**config.mk**
```make
export PLATFORM = sky130hd
export DESIGN_NAME = sdio_dat_tx_controller
export DESIGN_NICKNAME = d
export VERILOG_FILES = /design/src/rtl/sdio_dat_tx_controller.sv
export SDC_FILE = /design/constraint.sdc
export NUM_CORES = 1
export LEC_CHECK = 0
export CAP_MARGIN = 20
export CORE_MARGIN = 5
export CORE_UTILIZATION = 49
export DETAILED_ROUTE_END_ITERATION = 8
export PLACE_DENSITY = 0.8
export SLEW_MARGIN = 20
export SYNTH_ARGS = -nofsm -noshare
export SYNTH_HDL_FRONTEND = slang
export SYNTH_SLANG_ARGS = --single-unit
export TNS_END_PERCENT = 50
```
**constraint.sdc**
```tcl
create_clock -name clock -period 2.9 [get_ports clock]
set_clock_uncertainty 0.1 [all_clocks]
set_input_delay 0.435 -clock clock [delete_from_list [all_inputs] [get_ports clock]]
set_output_delay 0.435 -clock clock [all_outputs]
set_load 0.05 [all_outputs]
```
**src/rtl/sdio_dat_tx_controller.sv**
```systemverilog
// SDIO DAT read-transfer sequencer: streams bytes from an on-chip buffer
// into the 4-bit DAT response streamer using a one-byte prefetch register.
module sdio_dat_tx_controller #(
  parameter int ADDR_WIDTH = 9
) (
  input  logic                  clock,
  input  logic                  reset_n,
  input  logic                  write_data4_strobe,
  input  logic [8:0]            data4_count,
  input  logic [ADDR_WIDTH-1:0] buf_base,
  input  logic                  abort,
  input  logic                  send_data_in_progress,
  output logic                  buf_rd_en,
  output logic [ADDR_WIDTH-1:0] buf_rd_addr,
  input  logic [7:0]            buf_rd_data,
  output logic                  start_write,
  input  logic                  data_req,
  output logic                  data_strobe,
  output logic [7:0]            data,
  output logic                  data_empty,
  output logic                  busy,
  output logic                  done,
  output logic                  error,
  output logic [9:0]            bytes_left
);

  typedef enum logic [2:0] {IDLE, FETCH, STREAM, DRAIN, WAIT_DONE} state_t;

  state_t                state_reg, state_next;
  logic [9:0]            bytes_left_reg, bytes_left_next;
  logic                  rd_en_reg, rd_en_next;
  logic [ADDR_WIDTH-1:0] rd_addr_reg, rd_addr_next;
  logic                  rd_pending_reg, rd_pending_next;   // buffer data is on buf_rd_data this cycle
  logic                  pf_valid_reg, pf_valid_next;
  logic [7:0]            pf_data_reg, pf_data_next;
  logic                  req_pending_reg, req_pending_next; // request waiting for a refill to land
  logic [7:0]            data_reg, data_next;
  logic                  strobe_reg, strobe_next;
  logic                  empty_reg, empty_next;
  logic                  busy_reg, busy_next;
  logic                  done_reg, done_next;
  logic                  error_reg, error_next;
  logic                  sw_reg, sw_next;

  logic have_byte;
  logic want_byte;

  // A byte can be handed over either from the prefetch register or straight
  // from the buffer bus in the cycle a refill lands.
  assign have_byte = pf_valid_reg || rd_pending_reg;
  assign want_byte = req_pending_reg || data_req;

  // Next-state and next-output computation; abort overrides everything last.
  always_comb begin
    state_next       = state_reg;
    bytes_left_next  = bytes_left_reg;
    rd_en_next       = 1'b0;
    rd_addr_next     = rd_addr_reg;
    rd_pending_next  = rd_en_reg;
    pf_valid_next    = pf_valid_reg;
    pf_data_next     = pf_data_reg;
    req_pending_next = req_pending_reg;
    data_next        = data_reg;
    strobe_next      = 1'b0;
    empty_next       = empty_reg;
    busy_next        = busy_reg;
    done_next        = 1'b0;
    error_next       = 1'b0;
    sw_next          = 1'b0;

    case (state_reg)
      IDLE: begin
        if (write_data4_strobe) begin
          bytes_left_next  = (data4_count == 9'd0) ? 10'd512 : {1'b0, data4_count};
          rd_addr_next     = buf_base;
          rd_en_next       = 1'b1;
          busy_next        = 1'b1;
          empty_next       = 1'b0;
          pf_valid_next    = 1'b0;
          req_pending_next = 1'b0;
          state_next       = FETCH;
        end
      end
      FETCH: begin
        sw_next    = 1'b1;
        state_next = STREAM;
      end
      STREAM: begin
        if (data_req && req_pending_reg) begin
          error_next = 1'b1;
        end
        if (want_byte && have_byte) begin
          data_next        = pf_valid_reg ? pf_data_reg : buf_rd_data;
          strobe_next      = 1'b1;
          bytes_left_next  = bytes_left_reg - 10'd1;
          pf_valid_next    = 1'b0;
          req_pending_next = 1'b0;
          if (bytes_left_reg != 10'd1) begin
            rd_en_next   = 1'b1;
            rd_addr_next = rd_addr_reg + {{(ADDR_WIDTH-1){1'b0}}, 1'b1};
          end else begin
            state_next = DRAIN;
          end
        end else begin
          if (data_req) begin
            req_pending_next = 1'b1;
          end
          if (rd_pending_reg) begin
            pf_data_next  = buf_rd_data;
            pf_valid_next = 1'b1;
          end
        end
      end
      DRAIN: begin
        if (data_req) begin
          empty_next = 1'b1;
          state_next = WAIT_DONE;
        end
      end
      WAIT_DONE: begin
        if (!send_data_in_progress) begin
          done_next  = 1'b1;
          busy_next  = 1'b0;
          state_next = IDLE;
        end
      end
      default: state_next = IDLE;
    endcase

    if (state_reg != IDLE && write_data4_strobe) begin
      error_next = 1'b1;
    end

    if (state_reg != IDLE && abort) begin
      state_next       = IDLE;
      bytes_left_next  = 10'd0;
      rd_en_next       = 1'b0;
      rd_pending_next  = 1'b0;
      pf_valid_next    = 1'b0;
      req_pending_next = 1'b0;
      strobe_next      = 1'b0;
      empty_next       = 1'b1;
      busy_next        = 1'b0;
      done_next        = 1'b0;
      error_next       = 1'b0;
      sw_next          = 1'b0;
      data_next        = data_reg;
    end
  end

  // State and output registers.
  always_ff @(posedge clock or negedge reset_n) begin
    if (!reset_n) begin
      state_reg       <= IDLE;
      bytes_left_reg  <= 10'd0;
      rd_en_reg       <= 1'b0;
      rd_addr_reg     <= '0;
      rd_pending_reg  <= 1'b0;
      pf_valid_reg    <= 1'b0;
      pf_data_reg     <= 8'd0;
      req_pending_reg <= 1'b0;
      data_reg        <= 8'd0;
      strobe_reg      <= 1'b0;
      empty_reg       <= 1'b1;
      busy_reg        <= 1'b0;
      done_reg        <= 1'b0;
      error_reg       <= 1'b0;
      sw_reg          <= 1'b0;
    end else begin
      state_reg       <= state_next;
      bytes_left_reg  <= bytes_left_next;
      rd_en_reg       <= rd_en_next;
      rd_addr_reg     <= rd_addr_next;
      rd_pending_reg  <= rd_pending_next;
      pf_valid_reg    <= pf_valid_next;
      pf_data_reg     <= pf_data_next;
      req_pending_reg <= req_pending_next;
      data_reg        <= data_next;
      strobe_reg      <= strobe_next;
      empty_reg       <= empty_next;
      busy_reg        <= busy_next;
      done_reg        <= done_next;
      error_reg       <= error_next;
      sw_reg          <= sw_next;
    end
  end

  assign buf_rd_en   = rd_en_reg;
  assign buf_rd_addr = rd_addr_reg;
  assign start_write = sw_reg;
  assign data_strobe = strobe_reg;
  assign data        = data_reg;
  assign data_empty  = empty_reg;
  assign busy        = busy_reg;
  assign done        = done_reg;
  assign error       = error_reg;
  assign bytes_left  = bytes_left_reg;

endmodule

```
== Word level (Yosys, flattened, before mapping) ==
Cells that the tools add are included.
Operators by class
  $add $sub $neg: 2
  bitwise gates (word level): 2
  reduce and logical (&&, ||, !) cells: 22
  mux-type cells: 50
  equality and inequality tests: 15
Operators with widths (number)
  $mux 10: 4
  $mux 1: 28
  $mux 9: 3
  $reduce_and 3->1: 7
  $pmux 10 s2: 1
  $mux 3: 6
  $pmux 9 s2: 1
  $ne 3x3->1 const B: 5
  $pmux 3 s5: 1
  $reduce_bool 3->1: 4
  $ne 10x1->1 const B: 1
  $pmux 1 s2: 5
  $sub 10x1->10 const B: 1
  $add 9x1->9 const B: 1
  $logic_not 9->1: 1
  $mux 8: 1
  $ne 4x4->1 const B: 2
  $eq 3x2->1 const B: 2
  $ne 2x2->1 const B: 3
  $reduce_and 5->1: 1
  $logic_and 1x1->1: 4
  $reduce_and 4->1: 1
  $eq 3x1->1 const B: 1
  $eq 3x3->1 const B: 1
  4 further kinds: 6
Word-level totals
  register bits after elaboration: 48
  input port bits: 32
  output and inout bits: 34

== Logic depth before layout (Yosys ltp) ==
  depth in word-level cells: 5
  mapped depth: 7

== Least setup slack after synthesis ==
No wires, ideal clock.
  kind: register to register
  start: register bytes_left_reg[4], in the netlist bytes_left[4]
  end: register rd_addr_reg[3], in the netlist buf_rd_addr[3]
  path slack: 0.583 ns
  setup time: 0.135 ns
  stages on the path, launching flop included: 7
  clock period less this slack: 2.317 ns
  data required time: 2.665 ns
  path buffers: 2
  arrival time: 2.082 ns
  cells stage by stage: dfrtp_1 -> or4_1 -> buf_2 -> o311ai_4 -> and2_1 -> buf_4 -> o22ai_1
Between the ends
  cells in the longest elaborated chain, start to end: 3
RTL lines
  start, declared: RTL line 30  | logic [9:0] bytes_left_reg, bytes_left_next;
  start signal, assigned: RTL line 171  | bytes_left_reg <= bytes_left_next;
  $ne 10x1->1: RTL line 98  | if (bytes_left_reg != 10'd1) begin
  $ne 2x2->1 (no source line)
  $reduce_and 4->1 (no source line)
  end signal, assigned: RTL line 173  | rd_addr_reg <= rd_addr_next;
  end, declared: RTL line 32  | logic [ADDR_WIDTH-1:0] rd_addr_reg, rd_addr_next;
Every way passes these cells.
A chain may end at the register's enable or synchronous reset.

== Worst setup path after layout ==
  start: register bytes_left_reg[4], in the netlist bytes_left[4]
  end: register rd_addr_reg[6], in the netlist buf_rd_addr[6]
Same word-level chain as after synthesis.

==> metrics.json <==
{
  "result_of_the_run": {"value": "finished clean"},
  "grt_setup_unrepaired": {"value": "false"},
  "placed_cell_area": {"value": 0.00322, "unit": "mm2"},
  "number_of_antenna_cells_inserted": {"value": 0},
  "sequential_cell_area_fraction_in_the_yosys_report": {"value": 0.475},
  "initial_antenna_violation_count": {"value": 0},
  "synth.net_count": {"value": 295},
  "gpl.final_weighted_congestion": {"value": 0.838},
  "die_y": {"value": 81.9, "unit": "um"},
  "routedWlPerCell": {"value": 16.3, "unit": "um"},
  "clk_pin_slew": {"value": 0.09, "unit": "ns"},
  "synth.largest_area_cell": {"value": "dfrtp_1"},
  "post-route-drc-count": {"value": 0},
  "antenna_violating_nets_post_route": {"value": 0},
  "gr_ovfl_total": {"value": 0},
  "clk_root_buffer_cell": {"value": "clkbuf_8"},
  "start_util": {"value": 0.499},
  "cts_resized": {"value": 0},
  "fill_cells": {"value": 440},
  "worst_ir_drop_vdd": {"value": 0.585, "unit": "mV"},
  "critical_path_peak_fanout": {"value": 10},
  "p_leak": {"value": 1.39, "unit": "nW"},
  "timing.max_slew.rel_slack": {"value": 0.580},
  "critical_path.startpoint_type": {"value": "flip-flop"},
  "number_of_instances_in_the_synthesized_netlist": {"value": 260},
  "max_freq": {"value": 0.425, "unit": "GHz"},
  "std_cell_rows": {"value": 26},
  "dominantRegCellSynth": {"value": "dfrtp_1"},
  "crit_required": {"value": 2.98, "unit": "ns"},
  "place.port_buffers": {"value": 65},
  "total_vias_in_the_final_route": {"value": 2326},
  "boundaryPins": {"value": 66},
  "ys_ff_latch": {"value": 48},
  "holdBufCountCts": {"value": 0},
  "share_of_flip_flops_with_an_asynchronous_set_or_reset_after_synthesis": {"value": 1.00},
  "coreArea": {"value": 0.00507, "unit": "mm2"},
  "cts_buffers": {"value": 5},
  "synth.cell_area": {"value": 0.00253, "unit": "mm2"},
  "power.total": {"value": 3.73, "unit": "mW"},
  "first_global_vias": {"value": 2221},
  "maxCapViolations": {"value": 0},
  "grt_first_pass_wirelength": {"value": 10400, "unit": "um"},
  "yosysWarnings": {"value": 0},
  "htree_levels": {"value": 2},
  "layout-area-overhead-vs-synth": {"value": 32.3, "unit": "%"},
  "dp_hpwl": {"value": 4600, "unit": "um"},
  "criticalPathCategory": {"value": "reg -> reg"},
  "ys_top_cells_by_area": {"value": "dfrtp_1 (46%), o21ai_0 (3.8%), nand2_1 (3.7%), mux2i_1 (3.6%), mux2_2 (3.6%)"},
  "via_per_inst": {"value": 5.95},
  "synth_most_common_cell": {"value": "dfrtp_1"},
  "die-area": {"value": 0.00670, "unit": "mm2"},
  "cts.sink_count": {"value": 48},
  "worst_max_slew_pin_slew": {"value": 0.630, "unit": "ns"},
  "die_width": {"value": 81.9, "unit": "um"},
  "rr_worst_depth": {"value": 4},
  "edff_count_synth": {"value": 0},
  "hold_path_class": {"value": "in -> async"},
  "ys_top_cells_by_count": {"value": "dfrtp_1 (47), nand2_1 (25), o21ai_0 (19)"},
  "timing_hold_violations_final": {"value": 0},
  "routed_wl": {"value": 6390, "unit": "um"},
  "grt_start_max_net_pins": {"value": 49},
  "critPathCaptureType": {"value": "flip-flop"},
  "drive_gt1_frac": {"value": 0.0903},
  "drt_iter0_drc": {"value": 138},
  "fin_crit": {"value": 2.36, "unit": "ns"},
  "setup-violations-final": {"value": 0},
  "fin_crit_sh": {"value": 0.812},
  "globalRouteTotalUtil": {"value": 0.201},
  "final_cell_area": {"value": 0.00335, "unit": "mm2"},
  "number_of_iterations_in_the_first_detailed_routing_pass": {"value": 5},
  "tritoncts_clock_tree": {"value": "yes"},
  "timing.setup.tns": {"value": 0, "unit": "ns"},
  "post-cts-setup-buffers": {"value": 0},
  "cp_slowest_cell": {"value": "or4_1"},
  "netlist.area_leader.share": {"value": 0.465},
  "critPathMaxStageDelay": {"value": 0.70, "unit": "ns"},
  "crit_chain": {"value": "or4_1 -> o311ai_4 -> and2_1 -> o22ai_1"},
  "clk-insertion-delay-late": {"value": 0.30, "unit": "ns"},
  "arrival": {"value": 2.43, "unit": "ns"},
  "cts-root-to-sink-buffers": {"value": 2},
  "avgSynthCellArea": {"value": 9.73, "unit": "um2"},
  "final-max-slew-violation-count": {"value": 0},
  "largest_register_ff_count": {"value": 10},
  "pwr_density_cell": {"value": 1110, "unit": "mW/mm2"},
  "design.final.nets": {"value": 355},
  "synth_cell_types": {"value": 52}
}
## per-stage QoR
step	hold WS [ns]	worst slack (ns)	instances	utilization
2_1_floorplan	0.0394	0.583	260	-
3_3_place_gp	0.360	0.573	383	0.635
3_5_place_dp	0.369	0.509	383	0.635
4_1_cts	0.257	0.538	391	0.659
6_report	0.0382	0.545	391	0.660
5_1_grt	0.0772	0.437	391	0.660
## cell type report
class	count	area [um2]	share of cell area
multi-input cells	186	1220	0.366
flip-flops and latches	48	1200	0.359
repair buffers	68	671	0.200
well taps	70	87.6	0.0262
clock buffers	6	82.6	0.0247
inverters	11	41.3	0.0123
clock inverters	2	38.8	0.0116
## layout by cell type, fill, tap and decap left out, types with 4 or more instances in the layout
cell type,Yosys,layout
o41ai_1,4,4
nor4_1,7,7
buf_4,1,4
nand3_1,8,8
inv_1,11,11
a21oi_1,13,13
nor3_1,11,11
o21ai_0,19,19
mux2i_1,9,9
mux2_2,8,8
clkbuf_8,0,6
clkdlybuf4s50_1,0,64
o22ai_1,8,8
dfrtp_1,47,47
o22a_1,4,4
nor2_1,16,16
nand2_1,25,25
## worst max-delay path, delay by kind of cell, from the launching register on
| family | cells | cell delay [ns] |
|---|---|---|
| AOI/OAI and AO/OA | 2 | 0.68 |
| DFF | 1 | 0.43 |
| and+or+nand+nor | 2 | 1.02 |
## power by group
group          switching [mW]  internal, mW  total, mW
clock network           0.228         0.282      0.510
logic                    1.28         0.721       2.01
registers               0.297         0.915       1.21
total                    1.81          1.92       3.73
## per-layer routing
| layer | track usage | up-vias | routed length, um |
|---|---|---|---|
| met3 | 0.0395 | 20 | 394 |
| li1 | - | 1092 | - |
| met4 | 0.0963 | 0 | 191 |
| met2 | 0.330 | 88 | 3120 |
| met5 | 0 | - | 0 |
| met1 | 0.255 | 1126 | 2690 |
## final timing paths
path,from,endpoint,slack [ns]
max,bytes_left[4]$_DFFE_PN0P_,buf_rd_addr[6]$_DFFE_PN0P_,0.54
min,reset_n,data[5]$_DFFE_PN0P_,0.04
max reg2reg,bytes_left[4]$_DFFE_PN0P_,buf_rd_addr[6]$_DFFE_PN0P_,0.54
min reg2reg,data[3]$_DFFE_PN0P_,data[3]$_DFFE_PN0P_,0.38
max in group asynchronous,reset_n,bytes_left[9]$_DFFE_PN0P_,2.27
min in group clock,data[3]$_DFFE_PN0P_,data[3]$_DFFE_PN0P_,0.38
## kinds of logic after synthesis
logic type | count (synthesis) | synth area share
mux | 17 | 0.0712
flops | 48 | 0.475
buf+inv | 26 | 0.0410
compound gates | 81 | 0.231
simple gates | 85 | 0.167
fa+ha+maj | 3 | 0.0148
Note: power is estimated with default switching activity, not from simulation.
